### config.mk
export PLATFORM = sky130hd
export DESIGN_NAME = seg7_capture
export DESIGN_NICKNAME = d
export VERILOG_FILES = /design/src/rtl/seg7_capture.sv
export SDC_FILE = /design/constraint.sdc
export NUM_CORES = 1
export LEC_CHECK = 0
export CAP_MARGIN = 40
export CORE_AREA = 8 8 94 96
export DETAILED_ROUTE_END_ITERATION = 16
export DIE_AREA = 0 0 102 104
export GPL_TIMING_DRIVEN = 0
export PLACE_DENSITY_LB_ADDON = 0.2
export SYNTH_ARGS = -nofsm -noshare
export SYNTH_HDL_FRONTEND = slang
export SYNTH_SLANG_ARGS = --single-unit
### constraint.sdc
create_clock -name clk -period 2.7 [get_ports clk]
set_clock_uncertainty 0.1 [all_clocks]
set_input_delay 0.405 -clock clk [delete_from_list [all_inputs] [get_ports clk]]
set_output_delay 0.405 -clock clk [all_outputs]
set_load 0.005 [all_outputs]
### src/rtl/seg7_capture.sv
// Loopback reader for a multiplexed active-low seven-segment bus. It recovers
// the hex nibble for each digit, flags undecodable patterns and signals frame completion.
module seg7_capture #(
  parameter int DIGITS = 4,
  parameter int STABLE = 4,
  parameter int CW     = 3
) (
  input  logic                  clk,
  input  logic                  rst_n,
  input  logic [6:0]            seg_n,
  input  logic [DIGITS-1:0]     dig_n,
  output logic [4*DIGITS-1:0]   value,
  output logic [DIGITS-1:0]     digit_ok,
  output logic                  frame_valid,
  output logic                  err
);

  localparam int PW = DIGITS + 7;

  logic [PW-1:0]       r_sync1;
  logic [PW-1:0]       r_s;
  logic [PW-1:0]       r_p;
  logic [CW-1:0]       r_cnt;
  logic [DIGITS-1:0]   r_seen;
  logic [4*DIGITS-1:0] r_value;
  logic [DIGITS-1:0]   r_ok;
  logic                r_frame;
  logic                r_err;

  logic [DIGITS-1:0]   w_sel;
  logic [6:0]          w_seg_on;
  logic [4:0]          w_dec;
  logic                w_onehot;
  logic                w_commit;
  logic [DIGITS-1:0]   w_seen_next;

  // Returns {valid, nibble} for a lit-segment pattern ordered g..a.
  function automatic logic [4:0] seg_decode(input logic [6:0] on);
    logic [4:0] res;
    case (on)
      7'b0111111: res = {1'b1, 4'h0};
      7'b0000110: res = {1'b1, 4'h1};
      7'b1011011: res = {1'b1, 4'h2};
      7'b1001111: res = {1'b1, 4'h3};
      7'b1100110: res = {1'b1, 4'h4};
      7'b1101101: res = {1'b1, 4'h5};
      7'b1111101: res = {1'b1, 4'h6};
      7'b0000111: res = {1'b1, 4'h7};
      7'b1111111: res = {1'b1, 4'h8};
      7'b1101111: res = {1'b1, 4'h9};
      7'b1110111: res = {1'b1, 4'hA};
      7'b1111100: res = {1'b1, 4'hB};
      7'b0111001: res = {1'b1, 4'hC};
      7'b1011110: res = {1'b1, 4'hD};
      7'b1111001: res = {1'b1, 4'hE};
      7'b1110001: res = {1'b1, 4'hF};
      default:    res = 5'b0_0000;
    endcase
    return res;
  endfunction

  assign w_sel       = ~r_s[PW-1:7];
  assign w_seg_on    = ~r_s[6:0];
  assign w_dec       = seg_decode(w_seg_on);
  assign w_onehot    = (w_sel != '0) && ((w_sel & (w_sel - DIGITS'(1))) == '0);
  // Fires on exactly one edge per stable run; the saturated counter blocks repeats.
  assign w_commit    = (r_s == r_p) && (r_cnt == CW'(STABLE - 1));
  assign w_seen_next = r_seen | w_sel;

  always_ff @(posedge clk or negedge rst_n) begin
    if (!rst_n) begin
      r_sync1 <= '1;
      r_s     <= '1;
      r_p     <= '1;
      r_cnt   <= CW'(STABLE);
      r_seen  <= '0;
      r_value <= '0;
      r_ok    <= '0;
      r_frame <= 1'b0;
      r_err   <= 1'b0;
    end else begin
      r_sync1 <= {dig_n, seg_n};
      r_s     <= r_sync1;
      r_p     <= r_s;
      if (r_s != r_p)
        r_cnt <= '0;
      else if (r_cnt != CW'(STABLE))
        r_cnt <= r_cnt + CW'(1);

      r_err   <= 1'b0;
      r_frame <= 1'b0;
      // Blanked or overlapping digit selects are ignored entirely.
      if (w_commit && w_onehot) begin
        for (int i = 0; i < DIGITS; i++) begin
          if (w_sel[i]) begin
            if (w_dec[4])
              r_value[4*i +: 4] <= w_dec[3:0];
            r_ok[i] <= w_dec[4];
          end
        end
        r_err <= ~w_dec[4];
        if (&w_seen_next) begin
          r_frame <= 1'b1;
          r_seen  <= '0;
        end else begin
          r_seen  <= w_seen_next;
        end
      end
    end
  end

  assign value       = r_value;
  assign digit_ok    = r_ok;
  assign frame_valid = r_frame;
  assign err         = r_err;

endmodule

### After elaboration in Yosys (flattened, before gate mapping)

Index checks and enable logic that the tools add are counted.

* add/sub/neg operators: 2
* equal/unequal tests: 20
* muxes and demuxes: 7
* bitwise operators: 5
* reductions and logical operators: 15

Operators with widths (number)
* $eq A7 B7 Y1 const B: 12
* $pmux W5 S16: 1
* $eq A7 B3 Y1 const B: 2
* $eq A7 B6 Y1 const B: 2
* $reduce_and A3 Y1: 4
* $eq A11 B11 Y1: 1
* $ne A11 B11 Y1: 1
* $reduce_and A2 Y1: 4
* $not A7 Y7: 1
* $mux W3: 2
* $and A4 B4 Y4: 1
* $logic_not A4 Y1: 1
* $mux W4: 1
* $not A4 Y4: 1
* $or A4 B4 Y4: 1
* $reduce_and A4 Y1: 1
* $reduce_bool A4 Y1: 1
* $sub A4 B1 Y4 const B: 1
* $add A3 B1 Y3 const B: 1
* $eq A3 B2 Y1 const B: 1
* $logic_and A1 B1 Y1: 3
* $mux W1: 3
* $ne A3 B3 Y1 const B: 1
* $reduce_bool A2 Y1: 1
* $not A1 Y1: 1

* register bits: 62
* input bits: 13
* output and inout bits: 22
* logic and storage cells: 64

### Longest topological paths before layout

* word-level depth: 7
* depth in mapped cells: 7
* gate-level depth less buffers: 6

### Worst setup path after synthesis

No wires, ideal clock.

* path type: reg2reg
* start point: register r_s[9]
* end point: register r_value[5] (netlist: value[5])
* library setup time: 0.138 ns
* data arrival time: 1.941 ns
* required time: 2.462 ns
* path slack: 0.521 ns
* cell stages (with the launch flop): 8
* buffers on the path: 2
* clock period less this slack: 2.179 ns
* path through: dfstp_2 -> buf_2 -> xnor2_1 -> nand3_1 -> or4_1 -> buf_2 -> a2111oi_0 -> a21oi_1

* cells in the longest elaborated chain, start to end: 7
* elaborated cells between the ends (all ways): 10
* classes of those cells: 1 x add/sub; 1 x eq/ne; 2 x bitwise; 6 x reduce/logical

Ends and longest elaborated chain
* start, declared: RTL line 21 `logic [PW-1:0] r_s;`
* start signal, assigned: RTL line 83 `r_s <= r_sync1;`
* $not A4 Y4: RTL line 62 `assign w_sel = ~r_s[PW-1:7];`
* $sub A4 B1 Y4: RTL line 65 `assign w_onehot = (w_sel != '0) && ((w_sel & (w_sel - DIGITS'(1))) == '0);`
* $and A4 B4 Y4: RTL line 65
* $logic_not A4 Y1: RTL line 65
* $logic_and A1 B1 Y1: RTL line 65
* $logic_and A1 B1 Y1 *: RTL line 93 `if (w_commit && w_onehot) begin`
* $reduce_and A3 Y1 (no source line) *
* end signal, assigned by index: RTL line 97 `r_value[4*i +: 4] <= w_dec[3:0];`
* end, declared: RTL line 25 `logic [4*DIGITS-1:0] r_value;`

Every way passes the cells marked *; elsewhere a longest branch is shown, timed or not.
A chain may end at the register's enable or synchronous reset.

### Final worst setup path

* start point: register r_s[9]
* end point: register r_value[9] (netlist: value[9])

* cells in the longest elaborated chain, start to end: 7
* elaborated cells between the ends (all ways): 10
* classes of those cells: 1 x add/sub; 1 x eq/ne; 2 x bitwise; 6 x reduce/logical

Ends and longest elaborated chain (RTL line)
* $not A4 Y4: 62
* $sub A4 B1 Y4: 65
* $and A4 B4 Y4: 65
* $logic_not A4 Y1: 65
* $logic_and A1 B1 Y1: 65
* $logic_and A1 B1 Y1: 93
* $reduce_and A3 Y1 (no source line) *

Marked as above.

==> out/qor.txt <==
WHS = 254 ps
Nets = 301
Final wirelength = 5700 µm
Clock latency on the worst-skew pair = 340 ps
Tmin final = 2440 ps
Hold path depth = 0
RSZ-0062 raised after global routing = no
Worst Setup End Kind = flop
CTS tree = done
Max Fanout on Critical Path = 7
GRT Overall Usage = 0.118
Worst setup margin = 262 ps
Flop2flop setup slack = 260 ps
Critical R2R Launch = r_s[9]$_DFF_PN1_
Area of the multi-input gates = 0.00108 mm²
Root Driver = clkbuf_8
Crit start category = flop
Layout area overhead = 24.5%
Initial DRT Pass Iterations = 4
Total number of vias = 1933
Power Density = 552 mW/mm²
Ys Warns = 0
CP Data Required Time = 2800 ps
Die height = 104 µm
Hold Vio Cnt, Final = 0
Syn Inst Count = 239
Sequential share of the synthesized area = 0.563
Status = finished, final reports clean
Hold Path Class = flop to flop
Pre-CTS setup slack = 235 ps
FP Rows = 32
Post-Syn Area = 0.00283 mm²
Cell area after placement = 0.00331 mm²
Number of flops mapped to enable cells by yosys = 0
Netlist cell types = 54
Initial antenna violation count = 0
Via density = 4.93
PostCTS Resize Cnt = 0
Maxcap violations = 0
Power Total = 0.00195 W
Register bit count reported by yosys = 62
Slew margin rel. = 0.506
First-pass GRT wire length = 9720 µm
CTS HTree Levels = 3
Reg2Reg Depth = 6
FF+latch area = 0.00159 mm²
CTS clock-pin slew for the worst setup and hold paths = 60 ps
Fraction of layout cells with a size suffix above 1 = 0.245
Mapped Avg Cell Area = 11.8 µm²
Remaining antenna violation count = 0
Syn Nets = 255
Max VDD drop = 369 µV
Num CTS Buffers = 9
Largest net degree at the start of global routing = 34
Final Max Slew Viols = 0
Grt ovf = 0
Post-route design area = 0.00352 mm²
HPWL after detailed placement = 4150 µm
Fillers = 736
First DRT Iteration DRCs = 77
IO Port Bufs = 34
DRC = 0
Worst Setup EP = value[9]$_DFFE_PN0P_
Routed length per instance = 14.5 µm
Total Neg Setup Slack = 0 ps
# diodes = 0
CTS Sinks = 62
Bufs on Longest Clock Path = 2
Final setup violation count = 0
DIE AREA = 0.0106 mm²
Post-route clock period utilization = 0.903
Vias in the first global route = 2006
Starting density of the core = 0.380
Fmax = 0.410 GHz
CORE AREA = 0.00745 mm²
Worst Setup SP = r_s[9]$_DFF_PN1_
Ports = 35
Prevailing post-synth register cell = dfstp_2
Post-CTS Hold Fix Bufs = 0
Arrival time at the worst endpoint = 2540 ps
Crit path kind = flop to flop
Worst r2r dst = value[9]$_DFFE_PN0P_
DIE WIDTH = 102 µm
Routability cong. = 0.756
Synth async-reset ratio = 1.00
Static Leakage = 1.49 nW
Worst Tran Pin Value = 738 ps
Postcts setup bufs = 0
[critical path: stages (launching register included)]
cell and delay [ps]:
dfstp_2 520, buf_2 170, xnor2_1 160, nand3_1 120, or4_1 670, a2111oi_0 490, a21oi_1 70
[state kept, by name (all words and copies together) (netlist names)]
register,count
digit_ok,4
err,1
frame_valid,1
r_cnt,3
r_p,11
r_s,11
r_seen,4
r_sync1,11
value,16
[cells in the final DEF, fill, tap and decap left out, types with 3 or more instances in the layout]
| master | n |
|---|---|
| ha_1 | 3 |
| dfrtp_1 | 28 |
| and4_1 | 3 |
| a2111oi_0 | 3 |
| o21ai_1 | 3 |
| xnor2_1 | 13 |
| a311oi_1 | 3 |
| a2bb2oi_1 | 4 |
| a21boi_0 | 4 |
| dfstp_2 | 34 |
| a21o_1 | 4 |
| and3b_1 | 4 |
| nand3_1 | 10 |
| nor3b_1 | 5 |
| inv_1 | 20 |
| nor2b_1 | 3 |
| buf_6 | 4 |
| clkbuf_8 | 11 |
| buf_2 | 9 |
| o21ai_0 | 3 |
| clkdlybuf4s50_1 | 33 |
| clkbuf_1 | 3 |
| a21oi_1 | 9 |
| and3_1 | 4 |
| or4_1 | 3 |
| nor2_1 | 8 |
| nand2_1 | 14 |
| nand4_1 | 5 |
[metrics by stage]
| stage | utilization | instances |
|---|---|---|
| after floorplan | - | 239 |
| after global placement | 0.443 | 375 |
| after detailed placement | 0.445 | 376 |
| after CTS | 0.472 | 392 |
| after global routing | 0.473 | 392 |
| final | 0.473 | 392 |
[cell usage after synthesis, types with 2 or more instances]
library cell	count	area, µm²
dfstp_2	34	893
dfrtp_1	28	701
inv_1	20	75.1
nand2_1	14	52.6
xnor2_1	13	114
nand3_1	10	50.1
a21oi_1	9	45.0
buf_2	8	40.0
nor2_1	8	30.0
nand4_1	5	31.3
nor3b_1	5	37.5
a21boi_0	4	30.0
a21o_1	4	30.0
a2bb2oi_1	4	35.0
and3_1	4	25.0
and3b_1	4	35.0
buf_6	4	45.0
a2111oi_0	3	26.3
a311oi_1	3	26.3
and4_1	3	26.3
ha_1	3	37.5
nor2b_1	3	18.8
o21ai_0	3	15.0
o21ai_1	3	15.0
or4_1	3	22.5
a211oi_1	2	15.0
a21bo_1	2	20.0
a31oi_1	2	12.5
and4b_1	2	20.0
nand2b_1	2	12.5
nor4_1	2	12.5
nor4b_4	2	47.6
o2bb2ai_1	2	17.5
[how the worst min path moves through the flow]
stage | from | end | slack (ps)
6_report | r_sync1[8]$_DFF_PN1_ | r_s[8]$_DFF_PN1_ | 250
5_1_grt | r_sync1[7]$_DFF_PN1_ | r_s[7]$_DFF_PN1_ | 260
4_1_cts | r_sync1[8]$_DFF_PN1_ | r_s[8]$_DFF_PN1_ | 260
3_5_place_dp | r_sync1[9]$_DFF_PN1_ | r_s[9]$_DFF_PN1_ | 250
3_3_place_gp | r_sync1[9]$_DFF_PN1_ | r_s[9]$_DFF_PN1_ | 250
2_1_floorplan | rst_n | digit_ok[0]$_DFFE_PN0P_ | 9
[power by group]
part	total [W]	switching, W	internal (W)
Clock	0.000816	0.000338	0.000478
Combinational	0.000137	0.0000750	0.0000615
Sequential	0.000993	0.0000184	0.000975
[per-layer routing]
layer,wire length (µm),up-vias,global-route usage
li1,-,953,-
met1,2700,936,0.151
met2,2650,35,0.175
met3,249,9,0.0395
met4,99,0,0.0493
met5,0,-,0
[cell families after synthesis]
logic type | count (synthesis) | share of synthesized area
flip-flops | 62 | 0.563
AND/OR/NAND/NOR | 73 | 0.172
XOR/XNOR | 14 | 0.0433
buffers and inverters | 33 | 0.0579
AO/OA/AOI/OAI | 54 | 0.150
adder cells (fa/ha/maj) | 3 | 0.0133
[final cells by class]
cell class / instances / area share
plain buffers: 13 / 0.0252
clock buffers: 13 / 0.0451
clock inverters: 3 / 0.0124
inverters: 20 / 0.0213
multi-input cells: 144 / 0.306
flip-flops and latches: 62 / 0.452
well taps: 102 / 0.0362
repair buffers: 35 / 0.101
Power figures use the tool's default switching activity.
